--- src/rtl/wb_port_arbiter_pkg.sv ---
// Shared types and constants for the writeback port arbiter.
//   reg_addr_t : architectural register index (register 0 is never written)
//   uint32_t   : 32-bit data word
//   wb_req_t   : one writeback result (byte enables, destination, data)
//   WB_REQ_NUM : number of writeback requesters in the core (ALU1, ALU2, LSU, MDU)
package wb_port_arbiter_pkg;

    localparam int REG_ADDR_W = 5;
    localparam int WB_REQ_NUM = 4;

    typedef logic [REG_ADDR_W-1:0] reg_addr_t;
    typedef logic [31:0]           uint32_t;

    typedef struct packed {
        logic [3:0] we;
        reg_addr_t  waddr;
        uint32_t    wdata;
    } wb_req_t;

    // A result with no byte enables or aimed at register 0 writes nothing,
    // so it can be retired without consuming a write port.
    function automatic logic is_null_req(input logic [3:0] we, input reg_addr_t waddr);
        return (we == 4'b0000) || (waddr == '0);
    endfunction

endpackage

--- src/rtl/wb_port_arbiter_rr_pick2.sv ---
// Rotating two-winner picker.
//   cand      : candidate mask (real requests)
//   rr_ptr    : index where the scan starts
//   same_addr : same_addr[i][j] = 1 when requesters i and j target the same register
//   grant1/2  : one-hot winners, grant1 is the first candidate found from rr_ptr
//   valid1/2  : winner present
//   idx1/2    : binary index of each winner
module wb_port_arbiter_rr_pick2 #(
    parameter int N     = 4,
    parameter int PTR_W = 2
) (
    input  logic [N-1:0]          cand,
    input  logic [PTR_W-1:0]      rr_ptr,
    input  logic [N-1:0][N-1:0]   same_addr,
    output logic [N-1:0]          grant1,
    output logic [N-1:0]          grant2,
    output logic                  valid1,
    output logic                  valid2,
    output logic [PTR_W-1:0]      idx1,
    output logic [PTR_W-1:0]      idx2
);

    always_comb begin
        int idx;
        idx    = 0;
        grant1 = '0;
        grant2 = '0;
        valid1 = 1'b0;
        valid2 = 1'b0;
        idx1   = '0;
        idx2   = '0;
        for (int k = 0; k < N; k++) begin
            idx = int'(rr_ptr) + k;
            if (idx >= N) idx = idx - N;
            if (cand[idx]) begin
                if (!valid1) begin
                    valid1      = 1'b1;
                    idx1        = PTR_W'(idx);
                    grant1[idx] = 1'b1;
                end else if (!valid2 && !same_addr[idx1][idx]) begin
                    // A second write to slot1's register waits, even when the
                    // byte enables would not overlap.
                    valid2      = 1'b1;
                    idx2        = PTR_W'(idx);
                    grant2[idx] = 1'b1;
                end
            end
        end
    end

endmodule

--- src/rtl/wb_port_arbiter.sv ---
// Writeback port arbiter: shares the two register-file write ports between
// N_REQ valid/ready requesters, granting up to two results per cycle by
// rotating round-robin and registering them onto the write ports.
//   clk, rst                : clock, asynchronous active-high reset
//   req_valid/we/waddr/wdata: per-requester results
//   req_ready               : result accepted this cycle
//   inst1_*, inst2_*        : registered write ports (inst1 used first)
//   stall_cnt               : cycles in which a real request was left waiting
//
// Handshake: a result transfers in any cycle where req_valid[i] && req_ready[i].
// req_ready is a function of req_valid/we/waddr and rr_ptr only; a requester
// keeps all fields stable while valid && !ready.
module wb_port_arbiter
    import wb_port_arbiter_pkg::*;
#(
    parameter int N_REQ = WB_REQ_NUM,
    parameter int CNT_W = 32
) (
    input  logic                        clk,
    input  logic                        rst,
    input  logic [N_REQ-1:0]            req_valid,
    input  logic [N_REQ-1:0][3:0]       req_we,
    input  reg_addr_t [N_REQ-1:0]       req_waddr,
    input  logic [N_REQ-1:0][31:0]      req_wdata,
    output logic [N_REQ-1:0]            req_ready,
    output logic [3:0]                  inst1_we,
    output reg_addr_t                   inst1_waddr,
    output logic [31:0]                 inst1_wdata,
    output logic [3:0]                  inst2_we,
    output reg_addr_t                   inst2_waddr,
    output logic [31:0]                 inst2_wdata,
    output logic [CNT_W-1:0]            stall_cnt
);

    localparam int PTR_W = (N_REQ > 1) ? $clog2(N_REQ) : 1;

    logic [PTR_W-1:0]             rr_ptr;
    logic [N_REQ-1:0]             null_req;
    logic [N_REQ-1:0]             real_req;
    logic [N_REQ-1:0][N_REQ-1:0]  same_addr;
    logic [N_REQ-1:0]             grant1, grant2;
    logic                         valid1, valid2;
    logic [PTR_W-1:0]             idx1, idx2;
    wb_req_t                      slot1, slot2;
    logic                         stall;

    always_comb begin
        null_req  = '0;
        real_req  = '0;
        same_addr = '0;
        for (int i = 0; i < N_REQ; i++) begin
            null_req[i] = req_valid[i] && is_null_req(req_we[i], req_waddr[i]);
            real_req[i] = req_valid[i] && !is_null_req(req_we[i], req_waddr[i]);
            for (int j = 0; j < N_REQ; j++) begin
                same_addr[i][j] = (req_waddr[i] == req_waddr[j]);
            end
        end
    end

    wb_port_arbiter_rr_pick2 #(
        .N     (N_REQ),
        .PTR_W (PTR_W)
    ) u_pick (
        .cand      (real_req),
        .rr_ptr    (rr_ptr),
        .same_addr (same_addr),
        .grant1    (grant1),
        .grant2    (grant2),
        .valid1    (valid1),
        .valid2    (valid2),
        .idx1      (idx1),
        .idx2      (idx2)
    );

    // Null requests retire immediately; they never reach a write port.
    assign req_ready = grant1 | grant2 | null_req;
    assign stall     = |(real_req & ~(grant1 | grant2));

    always_comb begin
        slot1 = '{we: req_we[idx1], waddr: req_waddr[idx1], wdata: req_wdata[idx1]};
        slot2 = '{we: req_we[idx2], waddr: req_waddr[idx2], wdata: req_wdata[idx2]};
    end

    always_ff @(posedge clk or posedge rst) begin
        if (rst) begin
            inst1_we    <= 4'b0000;
            inst1_waddr <= '0;
            inst1_wdata <= '0;
            inst2_we    <= 4'b0000;
            inst2_waddr <= '0;
            inst2_wdata <= '0;
            rr_ptr      <= '0;
            stall_cnt   <= '0;
        end else begin
            // Empty slots only drop the byte enables; address/data hold.
            inst1_we <= valid1 ? slot1.we : 4'b0000;
            inst2_we <= valid2 ? slot2.we : 4'b0000;
            if (valid1) begin
                inst1_waddr <= slot1.waddr;
                inst1_wdata <= slot1.wdata;
            end
            if (valid2) begin
                inst2_waddr <= slot2.waddr;
                inst2_wdata <= slot2.wdata;
            end
            // Resume the scan just past the last winner.
            if (valid2) begin
                rr_ptr <= (idx2 == PTR_W'(N_REQ - 1)) ? '0 : idx2 + 1'b1;
            end else if (valid1) begin
                rr_ptr <= (idx1 == PTR_W'(N_REQ - 1)) ? '0 : idx1 + 1'b1;
            end
            if (stall) stall_cnt <= stall_cnt + 1'b1;
        end
    end

endmodule

--- config.mk ---
export PLATFORM = sky130hd
export DESIGN_NAME = wb_port_arbiter
export DESIGN_NICKNAME = d
export VERILOG_FILES = /design/src/rtl/wb_port_arbiter_pkg.sv /design/src/rtl/wb_port_arbiter_rr_pick2.sv /design/src/rtl/wb_port_arbiter.sv
export SDC_FILE = /design/constraint.sdc
export NUM_CORES = 1
export LEC_CHECK = 0
export BUFFER_PORTS_ARGS = -buffer_cell sky130_fd_sc_hd__buf_2
export CAP_MARGIN = 20
export CORE_ASPECT_RATIO = 0.7
export CORE_MARGIN = 2
export CORE_UTILIZATION = 54
export CTS_CLUSTER_DIAMETER = 60
export DETAILED_ROUTE_END_ITERATION = 12
export PLACE_DENSITY = 0.85
export RECOVER_POWER = 50
export SLEW_MARGIN = 20
export SYNTH_ARGS = -nofsm -noshare
export SYNTH_HDL_FRONTEND = slang
export SYNTH_SLANG_ARGS = --single-unit
--- constraint.sdc ---
create_clock -name clk -period 5.99 [get_ports clk]
set_input_delay 0 -clock clk [delete_from_list [all_inputs] [get_ports clk]]
set_output_delay 0 -clock clk [all_outputs]
set_load 0.01 [all_outputs]
Word-level counts from Yosys, hierarchy flattened
Cells that the tools add are included.
Widths: inputs -> output; s select.

word-level totals
  flip-flop bits (word level) = 116
  output and inout bits = 118
  word-level logic and storage cells = 196

operators by class
  add/subtract/negate cells = 10
  $lt $le $gt $ge = 17
  equality and inequality tests = 14
  muxes and demuxes = 102
  bitwise gates (word level) = 9
  reduce and logical (&&, ||, !) cells = 36

operators with widths
  cell                   number
  $mux 32                6
  $bmux 32 s2            2
  $ge 32x1->1 const B    4
  $lt 32x4->1 const B    4
  $ge 32x4->1 const B    3
  $sub 32x4->32 const B  3
  $mux 4                 23
  $eq 5x5->1             12
  $bmux 4 s2             5
  $mux 2                 20
  $add 32x1->32 const B  1
  $mux 1                 31
  $or 4x4->4             7
  $bmux 5 s2             2
  $logic_not 5->1        4
  $logic_not 4->1        4
  $lt 2x3->1 const B     5
  $bmux 1 s2             7
  $logic_and 1x1->1      14
  $mux 5                 2
  $demux 1 s2            4
  $logic_not 1->1        8
  $add 2x2->3 const B    2
  $add 2x1->2 const B    2
  other kinds (9)        13

Logic depth before layout (Yosys ltp)
  depth after elaboration = 30
  mapped depth = 21
  depth with buffers taken out = 16

Hierarchy
Synthesis repeated with hierarchy kept, for this count alone.

unflattened totals
  cell total of the unflattened synthesis = 666
  area, all modules = 8470.6 sq um

modules (own cells, without submodules)
  module                    times used  cells an instance  area an instance (sq um)  seq. area each (sq um)
  wb_port_arbiter           1           511                7262.0                    2902.8
  wb_port_arbiter_rr_pick2  1           155                1208.7                    0.0

Worst setup path after synthesis
Ideal clock, no wire load.

  kind = register to register
  start point = reg rr_ptr[0]
  end point = reg stall_cnt[26]
  setup time = 0.079 ns
  data arrival time = 4.889 ns
  required time = 5.911 ns
  setup slack = 1.022 ns
  stages on the path, launching flop included = 21
  path buffers = 7
  period minus slack after synthesis = 4.968 ns
  cells stage by stage = dfrtp_1 > inv_2 > clkbuf_1 > clkbuf_1 > clkbuf_1 > ha_1 > clkbuf_1 > inv_1 > clkbuf_1 > nand2_1 > a21o_1 > o2111ai_1 > o31ai_1 > o31ai_1 > a21oi_1 > or2_2 > buf_2 > a311o_1 > buf_2 > a311oi_1 > xor2_1

on the way
  word-level cells in the longest chain between the ends = 28
  elaborated cells between the ends (all ways) = 107
  classes of those cells = add/sub (7); order compare (12); mux (69); bitwise (8); reduce/logical (11)

ends and longest elaborated chain
  element                                                 line                    source
  start: declaration                                      wb_port_arbiter.sv:37   logic [PTR_W-1:0] rr_ptr;
  start signal: assignment                                wb_port_arbiter.sv:108  rr_ptr <= (idx2 == PTR_W'(N_REQ - 1)) ? '0 : idx2 + 1'b1;
  start signal: assignment                                wb_port_arbiter.sv:110  rr_ptr <= (idx1 == PTR_W'(N_REQ - 1)) ? '0 : idx1 + 1'b1;
  branches (longest 24 deep; another with $sub 32x4->32)  n/a
  $or 4x4->4 *                                            wb_port_arbiter.sv:77   assign stall = |(real_req & ~(grant1 | grant2));
  $not 4->4 *                                             wb_port_arbiter.sv:77
  $and 4x4->4 *                                           wb_port_arbiter.sv:77
  $reduce_or 4->1 *                                       wb_port_arbiter.sv:77
  end signal: assignment                                  wb_port_arbiter.sv:112  if (stall) stall_cnt <= stall_cnt + 1'b1;
  end: declaration                                        wb_port_arbiter.sv:32   output logic [CNT_W-1:0] stall_cnt

Mark *: on every way between the ends. The select of a mux whose other input is x is not followed.
A chain may end at the register's enable or synchronous reset.

Worst setup path in the final report
  start point = reg rr_ptr[1]
  end point = reg inst2_wdata[15]

on the way
  word-level cells in the longest chain between the ends = 26
  elaborated cells between the ends (all ways) = 76
  classes of those cells = add/sub (7); order compare (4); mux (59); reduce/logical (6)

ends and longest elaborated chain
  element                                                 line                    source
  branches (longest 26 deep; another with $sub 32x4->32)  n/a
  end signal: assignment                                  wb_port_arbiter.sv:104  inst2_wdata <= slot2.wdata;
  end: declaration                                        wb_port_arbiter.sv:31   output logic [31:0] inst2_wdata,

Several ways; the timed one is not identified. The select of a mux whose other input is x is not followed.

==> impl_summary.log <==
[metrics] outcome: finished, violations left
[metrics] violated checks: capacitance limit, slew limit
[metrics] residual antenna-violating net count after detailed routing: 0
[metrics] clk sinks: roughly 120
[metrics] standard cell with the maximum stage delay on the critical path: sky130_fd_sc_hd__o41ai_4
[metrics] dominant cell type by area after synthesis: sky130_fd_sc_hd__dfrtp_1
[metrics] share of cell area taken by muxes after synthesis: 6.93%
[metrics] min setup slack post-route: 365 ps
[metrics] compound-gate portion of the synthesized area: 29.3%
[metrics] die area: 0.0195 mm^2
[metrics] launching point of the worst reg2reg path: rr_ptr[1]
[metrics] number of levels in the clock H-tree: 4
[metrics] number of clock buffers inserted by TritonCTS: 17
[metrics] Synth Instances: 1321
[metrics] Core Box Area: 0.0181 mm^2
[metrics] share of synthesized cell area in and, or, nand and nor gates: 21.8%
[metrics] synth top area cells: sky130_fd_sc_hd__dfrtp_1 29%, sky130_fd_sc_hd__nand2_1 8.8%, sky130_fd_sc_hd__nor2_1 5.8%, sky130_fd_sc_hd__mux2i_1 5.2%, sky130_fd_sc_hd__o21ai_0 5.1%
[metrics] required time at the endpoint of the critical path: around 6400 ps
[metrics] Synthesis Warnings: 0
[metrics] most instantiated cells after synthesis: 233 x sky130_fd_sc_hd__nand2_1, 155 x sky130_fd_sc_hd__nor2_1, 116 x sky130_fd_sc_hd__dfrtp_1, 102 x sky130_fd_sc_hd__o21ai_0, 92 x sky130_fd_sc_hd__clkbuf_1
[metrics] worst path buffer plus inverter count: 5
[metrics] Setup crit start: rr_ptr[1]
[metrics] cell area after layout: 0.0129 mm^2
[metrics] WL/cell: 21.3 um
[metrics] Synth Net Count: around 1.5k
[metrics] fraction of synthesis flops using an asynchronous set or reset pin: 100%
[metrics] top achievable clock speed: 178 MHz
[metrics] global-route wire length before repair: a little over 60 mm
[metrics] Worst Tran Pin Value: 2920 ps
[metrics] cell depth of the worst hold path: 5
[metrics] share of final-layout standard cells stronger than drive strength 1: 17.9%
[metrics] # DRC: 0
[metrics] number of top-level pins: 288
[metrics] # nets final: ~1.8k
[metrics] pre-CTS setup slack: 638 ps
[metrics] setup TNS: 0 ps
[metrics] Min Clock Period, post-route: 5620 ps
[metrics] fillcell total: approximately 1.5k
[metrics] half-perimeter wire length after detailed placement: 26.8 mm
[metrics] Placed Area: 0.0116 mm^2
[metrics] cells on worst reg2reg path: 17
[metrics] most common cell in the synthesized netlist: sky130_fd_sc_hd__nand2_1
[metrics] CTS Root Cell: sky130_fd_sc_hd__clkbuf_16
[metrics] data arrival at the endpoint of the critical path: between 5000 and 6000 ps
[metrics] nature of the critical path endpoint: flip-flop
[metrics] Synth Area in Adders: 0.880%
[metrics] y dimension of the die: between 100 and 150 um
[metrics] post-synth design cell area: 0.00995 mm^2
[metrics] post-DR vias/cell: 6.50
[metrics] final wirelength: 40.1 mm
[metrics] maximum net fanout on the critical path: 13
[metrics] setup slack of the most critical reg-to-reg path: 370 ps
[metrics] Max Buffers Root-to-Sink: 2
[metrics] number of flip-flops and latches in the synthesized netlist: 116
[metrics] sequence of cells on the critical path: clkinv_1 > o2111ai_1 > and4b_1 > inv_1 > ha_1 > inv_1 > a211oi_1 > nor2_1 > a22oi_1 > a21boi_0 > o41ai_4 > nor3b_4 > o21bai_4 > buf_4 > nand2_1 > a311oi_1 > dlygate4sd3_1
[metrics] number of antenna violations at the first check in global routing: 11
[metrics] CTS tree: yes
[metrics] width of the die: between 150 and 200 um
[metrics] Overall Global Routing Usage: 39.7%
[metrics] worst stage delay on the critical path: 620 ps
[metrics] crit share post-route: 93.9%
[metrics] number of cells on the critical path: 17
[metrics] via count of the first global-routing pass: between 10k and 15k
[metrics] worst relative slew slack: -95.5%
[metrics] vias after detailed routing: 12.2k
[metrics] row count: 41
[metrics] class of the tightest hold or removal check: in -> reg
[metrics] cell with the most instances on the worst path: sky130_fd_sc_hd__inv_1
[metrics] P&R area growth vs syn: 30.0%
[metrics] type of the worst setup path: reg -> reg
[metrics] cell family with most CP delay: compound AO/OA/AOI/OAI gates
[metrics] max-cap violation count: 2
[metrics] Unique masters post-synth: 75
[metrics] initial core utilization: 55.1%
[metrics] clock-pin slew on the worst setup and hold paths: 60 ps
[metrics] prevailing post-synth register cell: sky130_fd_sc_hd__dfrtp_1
[metrics] Max Transition Viols Final: between 100 and 150
[metrics] proportion of netlist area held by the largest area contributor: 29.2%
[metrics] average cell area after synthesis: 7.53 um^2
[metrics] global route overflow: 0
[metrics] clock network latency to the later pin of the worst-skew pair: 420 ps
[metrics] type of element launching the critical path: flip-flop
[metrics] largest family of logic cells by synthesized area: compound AO/OA/AOI/OAI gates
[metrics] number of violations reported at the end of detailed-routing iteration 0: 1642
[metrics] pin count of the biggest net entering global routing: ~100
[metrics] final RePlAce weighted congestion: 0.992
[metrics] post-synthesis share of cell area spent on xor and xnor gates: 5.10%
[metrics] number of enable flip-flop cells after synthesis: 0
[metrics] length of the first detailed-routing pass in iterations: 6
[metrics] part of the Yosys area used for sequential elements: slightly below 30%
[metrics] RSZ-0062 raised after global routing: false
[metrics] Fin. Hold Viols: 0
[metrics] min-delay src: req_wdata[105]
[metrics] Setup Skew: 7.75 ps
[metrics] total of buffers placed on input and output ports: 287
[metrics] final setup vio count: 0
==> metrics by stage <==
step	hold WS (ps)	std cells	util (%)
after CTS	1.38	1869	72.1
after floorplan	136	1321	-
final	9.61	1882	71.7
after detailed placement	201	1757	64.2
after global placement	194	1757	64.2
after global routing	7.70	1880	71.6
==> logic make-up (layout without fill, tap and decap cells) <==
group,count (synthesis),after routing
AOI/OAI and AO/OA,406,406
buffers and inverters,172,489
DFF,116,116
xor gates and xnor gates,58,58
and+or+nand+nor,502,502
other,0,8
muxes,60,60
adders and majority gates,7,7
==> what timing repair did <==
item / 4_1_cts / 5_1_grt
setup endpoints to repair: 0 / 34
setup buffers: 0 / 5
resized for setup: 0 / 3
hold buffers: 80 / 0
endpoints found under the hold margin: 98 / 0
==> final cells by class <==
type                       count  area, um^2  share of cell area [%]
clock buffer                  17         425                    3.29
timing repair buffer         405        2410                    18.7
inverter                      52         196                    1.52
antenna                        8        20.0                   0.155
clock inverter                15         193                    1.49
sequential                   116        2900                    22.4
tap                          236         295                    2.28
multi-input combinational   1033        6490                    50.2
==> path summary, 6_finish.rpt <==
kind,endpoint
worst max-delay path,inst2_wdata[15]
min in group asynchronous,stall_cnt[2]
worst min-delay path,inst1_wdata[9]
worst min register to register,stall_cnt[31]
worst max register to register,inst2_wdata[15]
max in group asynchronous,stall_cnt[28]
==> per-layer routing <==
metal  vias up  global-route usage [%]  wire length (um)
met5         -                       0                13
met4         2                    18.9              1860
met3       168                    10.8              5110
met2      1003                    59.5             17400
met1      5655                    53.4             15800
li1       5400                       -                 -
==> sequential cells by signal (all words and copies together) (netlist names) <==
| register | count |
|---|---|
| inst1_waddr | 5 |
| inst1_wdata | 32 |
| inst1_we | 4 |
| inst2_waddr | 5 |
| inst2_wdata | 32 |
| inst2_we | 4 |
| rr_ptr | 2 |
| stall_cnt | 32 |
==> worst min-delay path, delay by kind of cell <==
kind                   cells  cell delay (ps)
AOI/OAI and AO/OA          3              230
buffers and inverters      2              170
==> placed cells by master, fill, tap and decap left out, drive strengths merged, types with 6 or more instances in the layout <==
| cell | netlist | routed |
|---|---|---|
| nand2 | 233 | 233 |
| ha | 7 | 7 |
| mux4 | 7 | 7 |
| and2 | 14 | 14 |
| and4 | 6 | 6 |
| o22ai | 9 | 9 |
| xnor2 | 26 | 26 |
| clkbuf | 92 | 132 |
| a31oi | 28 | 28 |
| a211oi | 45 | 45 |
| nand4 | 10 | 10 |
| o21ai | 106 | 106 |
| dfrtp | 116 | 116 |
| a21oi | 27 | 27 |
| nor2 | 156 | 156 |
| dlygate4sd3 | 0 | 80 |
| a311oi | 40 | 40 |
| a22o | 32 | 32 |
| buf | 28 | 210 |
| mux2i | 52 | 52 |
| xor2 | 32 | 32 |
| nor3 | 13 | 13 |
| inv | 50 | 57 |
| a2bb2oi | 6 | 6 |
| or2 | 11 | 11 |
| diode | 0 | 8 |
| or4 | 6 | 6 |
| and3 | 11 | 11 |
| nand3 | 27 | 27 |
| o21a | 8 | 8 |
| o211ai | 47 | 47 |
Power is not shown: default switching activity piles up to over one toggle a cycle in this logic, so the estimate is an artifact.
